==> config.mk <==
export PLATFORM = sky130hd
export DESIGN_NAME = button_event_arbiter
export DESIGN_NICKNAME = d
export VERILOG_FILES = /design/src/rtl/button_event_arbiter.sv
export SDC_FILE = /design/constraint.sdc
export NUM_CORES = 1
export LEC_CHECK = 0
export CAP_MARGIN = 30
export CORE_ASPECT_RATIO = 1.25
export CORE_MARGIN = 3
export CORE_UTILIZATION = 48
export CTS_BUF_LIST = sky130_fd_sc_hd__clkbuf_8
export DETAILED_ROUTE_END_ITERATION = 6
export DONT_BUFFER_PORTS = 1
export GPL_TIMING_DRIVEN = 0
export PLACE_DENSITY = 0.65
export SLEW_MARGIN = 40
export SYNTH_ARGS = -nofsm -noshare
export SYNTH_HDL_FRONTEND = slang
export SYNTH_SLANG_ARGS = --single-unit
==> constraint.sdc <==
create_clock -name clk -period 1.85 [get_ports clk]
set_clock_uncertainty 0.1 [all_clocks]
set_input_delay 0.185 -clock clk [delete_from_list [all_inputs] [get_ports clk]]
set_output_delay 0.185 -clock clk [all_outputs]
set_load 0.01 [all_outputs]
==> src/rtl/button_event_arbiter.sv <==
// Purpose: round-robin arbiter turning one-cycle button press pulses into single commands for game logic.
// Latency: a press sampled at edge E0 into an idle, enabled block is offered (cmd_valid=1) after edge E1.
// Backpressure: an offer is held stable until cmd_ready; presses are kept pending, and a repeat press on a still-pending button sets a sticky overrun bit.
module button_event_arbiter #(
    parameter int NUM_REQ = 4,
    parameter int ID_W    = 2
) (
    input  logic               clk,
    input  logic               reset,
    input  logic               enable,
    input  logic [NUM_REQ-1:0] req_pulse,
    output logic               cmd_valid,
    output logic [ID_W-1:0]    cmd_id,
    input  logic               cmd_ready,
    output logic [NUM_REQ-1:0] overrun,
    input  logic               overrun_clr
);

    typedef enum logic [0:0] {
        IDLE  = 1'b0,
        OFFER = 1'b1
    } state_t;

    state_t             state_q;
    logic               cmd_valid_q;
    logic [ID_W-1:0]    cmd_id_q;
    logic [ID_W-1:0]    last_grant_q;
    logic [NUM_REQ-1:0] pending_q;
    logic [NUM_REQ-1:0] pending_d;
    logic [NUM_REQ-1:0] overrun_q;
    logic [NUM_REQ-1:0] overrun_d;

    logic               handshake;
    logic [NUM_REQ-1:0] consume_vec;
    logic [NUM_REQ-1:0] overrun_set;
    logic [ID_W-1:0]    scan_idx;
    logic [ID_W-1:0]    winner_d;
    logic               winner_found;

    // A handshake only happens while an offer is outstanding.
    assign handshake = cmd_valid_q && cmd_ready;

    // One-hot mask of the requester whose command is being accepted this cycle.
    always_comb begin
        consume_vec = '0;
        for (int i = 0; i < NUM_REQ; i++) begin
            consume_vec[i] = handshake && (cmd_id_q == ID_W'(i));
        end
    end

    // Round-robin search over the registered pending bits, starting just after the last grant.
    always_comb begin
        scan_idx     = last_grant_q;
        winner_d     = '0;
        winner_found = 1'b0;
        for (int k = 0; k < NUM_REQ; k++) begin
            scan_idx = (scan_idx == ID_W'(NUM_REQ - 1)) ? '0 : scan_idx + 1'b1;
            if (!winner_found && pending_q[scan_idx]) begin
                winner_d     = scan_idx;
                winner_found = 1'b1;
            end
        end
    end

    // Next pending/overrun values: a new press always re-arms its bit, even when it is consumed the same cycle.
    always_comb begin
        overrun_set = req_pulse & pending_q & ~consume_vec;
        pending_d   = (pending_q & ~consume_vec) | req_pulse;
        overrun_d   = (overrun_clr ? '0 : overrun_q) | overrun_set;
    end

    // Pending and sticky overrun registers.
    always_ff @(posedge clk) begin
        if (reset) begin
            pending_q <= '0;
            overrun_q <= '0;
        end else begin
            pending_q <= pending_d;
            overrun_q <= overrun_d;
        end
    end

    // Offer FSM with registered command outputs; an offer is never withdrawn once made.
    always_ff @(posedge clk) begin
        if (reset) begin
            state_q      <= IDLE;
            cmd_valid_q  <= 1'b0;
            cmd_id_q     <= '0;
            last_grant_q <= ID_W'(NUM_REQ - 1);
        end else begin
            case (state_q)
                IDLE: begin
                    if (enable && winner_found) begin
                        cmd_id_q     <= winner_d;
                        last_grant_q <= winner_d;
                        cmd_valid_q  <= 1'b1;
                        state_q      <= OFFER;
                    end
                end
                OFFER: begin
                    if (cmd_ready) begin
                        cmd_valid_q <= 1'b0;
                        state_q     <= IDLE;
                    end
                end
                default: begin
                    cmd_valid_q <= 1'b0;
                    state_q     <= IDLE;
                end
            endcase
        end
    end

    assign cmd_valid = cmd_valid_q;
    assign cmd_id    = cmd_id_q;
    assign overrun   = overrun_q;

endmodule
==> flow_summary.yaml <==
worst_setup_path:
  timing.critical_path.arrival_ns: 1.86
  worst-path-stages: 7
  cp-start-kind: "flip-flop"
  timing.critical_path.slowest_cell_delay_ns: 0.34
  ff2ff_setup_slack_ns: 0.008
  worst_r2r_path_depth: 7
  maximum_fanout_along_the_worst_path: 4
  worst_ep_required_time_ns: 1.86
  cp-end-kind: "flip-flop"
  worst_path_dominant_cell_family: "simple AND/OR/NAND/NOR gates"
  worst_r2r_startpoint: "last_grant_q[0]"
  cp.buffers_inverters: 1
  cp_cell_sequence: "ha_4 -> bufbuf_16 -> nand2_2 -> nor4b_1 -> or3_1 -> o21ai_2 -> a311oi_2"
  timing.critical_path.slowest_stage_cell: "dfxtp_2"
  worst_r2r_endpoint: "cmd_id[1]"
  path_class: "reg -> reg"
min_path:
  holdCritPathClass: "in -> reg"
  whs_endpoint: "overrun[3]"
  min_from: "req_pulse[3]"
  hold_path_depth: 2
die:
  initial_core_util_pct: 53.34
  core_um2: 1872
  std_cell_rows: 17
  fp.dieW_um: 46.80
  pin_count: 16
  vert_die_dim_um: 56.99
  die-area_um2: 2667
sta:
  final_min_period_over_clock_period_pct: 99.59
  peak_freq_mhz: 542.8
  report.final.setup_viol: 0
  tightestPinTransition_ns: 0.4140
  finalHoldViolCount: 0
  grt_setup_unrepaired: "yes"
  time_the_final_worst_path_needs_with_i_o_delays_and_setup_ns: 1.842
  slew_headroom_pct: 72.40
  final_max_slew_viol_count: 0
global_routing:
  global_route.usage.total_pct: 21.96
  wire_length_of_the_first_global_routing_pass_um: 4347
  grt_antenna_before_repair: 0
  number_of_global_route_vias_before_repair: 913
  globalRoute.totalOverflow: 0
  largest_net_degree_at_the_start_of_global_routing: 11
logic_synthesis:
  synth_edf_count: 0
  largest_family_of_logic_cells_by_synthesized_area: "compound AO/OA/AOI/OAI gates"
  synthArstFlopShare_pct: 0
  synth_seq_area_share_pct: 28.07
  synth_fa_ha_area_share_pct: 1.253
  yosysUniqueCellTypes: 46
  post_synth_instance_area_um2: 998.5
  ys.flop_type: "dfxtp_1"
  synth-simple-area-share_pct: 27.32
  syn_inst: 120
  top_area_cell_type_share_of_the_netlist_area_pct: 28.07
  synth-seq-cells: 14
  post_synth_mux_area_share_pct: 1.003
  synth_top_area_cell: "dfxtp_1"
  synth_area_leaders: "dfxtp_1, a21oi_1, buf_6, nor2_1, nand2_1"
  avg_synthesized_cell_area_um2: 8.320
  ys.warnings.count: 0
  synth.net_count: 130
  synthXorXnorAreaFrac_pct: 0.8772
  synth_compound_area_share_pct: 31.08
cts:
  numCtsBuffers: 3
  htreeDepth: 1
  cts-root-buf: "clkbuf_8"
  clock_tree_from_tritoncts: "yes"
  clkSinkCount: 14
  clk_latency_ns: 0.24
  cts_max_path_buffers: 2
  clk_transition_reported_paths_ns: 0.05
detailed_routing:
  vias: 949
  route.detailed.vias_per_inst: 6.369
  drt_wl_total_um: 2533
  antenna_violating_nets_post_route: 0
  drt-initial-drc-count: 24
  drt_pre_antenna_iters: 4
  wire_per_inst_um: 17.00
  route.detailed.drc: 0
power:
  vdd_ir_drop_max_v: 0.0006592
  power_density_nw_per_um2: 892.8
  power.total_mw: 1.098
  total_leakage_power_nw: 0.4463
finish:
  area_growth_syn_to_layout_pct: 23.18
  final_common_cell: "a21oi_1"
  layout.cells.most_common_list: "a21oi_1, nor2_1, dfxtp_1"
  drive_gt1_share_pct: 27.69
  diodes: 0
  postLayoutCoreUtil_pct: 65.71
  final_net_count: 142
place:
  routabilityCongestion: 0.8108
  final_hpwl_dp_um: 1723
  port-buffer-count: 0
run_status:
  run_status: "complete, no violations"
flow_run:
  drv.max_cap_violation_count: 0
synthesized netlist by cell type, types with 2 or more instances:
cell type	instances
a2111oi_0	2
a31oi_1	2
o221ai_1	2
buf_6	5
nor2b_1	2
buf_4	2
o211ai_1	2
nand2b_1	4
nor2_1	12
nand3b_1	2
dfxtp_1	14
nor4b_1	2
inv_1	4
nor4_1	3
o21ai_1	2
nand2_1	10
o21ai_0	2
a21oi_1	14
nand3_1	2
a32oi_1	2
or4_1	2
or3_1	3
buf_2	2
report_power, final:
group | switching, mW | leakage, nW | internal [mW] | total (mW)
registers | 0.0378 | 0.115 | 0.329 | 0.367
logic | 0.231 | 0.309 | 0.256 | 0.487
clock network | 0.100 | 0.0216 | 0.144 | 0.244
state kept, by name, indices dropped and copies added (netlist names):
register / count
cmd_id: 2
cmd_valid: 1
last_grant_q: 2
overrun: 4
pending_q: 4
state_q: 1
area by class of cell:
cell class              instances  area [um2]
repair buffers                  7       90.09
fillers                       163       641.9
well taps                      19       23.77
clock buffers                   3       41.29
plain buffers                  10       88.84
flip-flops and latches         14       282.8
multi-input cells              91       684.4
inverters                       5       18.77
worst max path at each step:
stage / start / endpoint / slack, ns
floorplan: last_grant_q[0] / cmd_id[1] / 0.05
global placement: last_grant_q[0] / cmd_id[1] / -0.08
detailed placement: last_grant_q[0] / cmd_id[1] / -0.14
CTS: last_grant_q[0] / cmd_id[0] / 0.006
global route: last_grant_q[0] / cmd_id[0] / -0.09
finish: last_grant_q[0] / cmd_id[1] / 0.008
worst reg2reg max path: cells and delay by family, from the launching register on:
kind / cells / cell delay, ns
simple gates: 3 / 0.55
flops: 1 / 0.34
fa+ha+maj: 1 / 0.28
buf+inv: 1 / 0.24
compound gates: 2 / 0.22
timing repair:
action	CTS	global route
endpoints found under the hold margin	9	0
pin swaps	8	3
setup buffers	0	1
hold buffers	5	0
gates resized for setup	15	3
gates cloned	1	0
endpoints found under the setup margin	3	4
through the flow:
stage	cell area, um2	hold slack [ns]	setup slack (ns)	cells	setup TNS [ns]
after floorplan	998.5	0.1529	0.05004	120	0
after global placement	1022	0.1567	-0.07547	139	-0.1171
after detailed placement	1022	0.1570	-0.1374	139	-0.2047
after CTS	1207	0.02298	0.005987	148	0
after global routing	1230	0.02966	-0.08877	149	-0.1815
final	1230	0.02581	0.007581	149	0
logic make-up (layout without fill, tap and decap cells):
group,Yosys count,count (layout)
compound gates,39,39
mux,1,1
flops,14,14
simple gates,49,49
xor+xnor,1,1
fa+ha+maj,1,1
buf+inv,15,25
per-layer routing:
layer  share of wire, %  wire length [um]  track usage [%]  vias up
li1                   -                 -                -      468
met1                 41              1049            30.54      434
met2                 50              1275            32.43       36
met3                4.9               124            3.155       11
met4                3.3                83            10.67        0
met5                  0                 0                0        -
(Power assumes the default switching activity.)
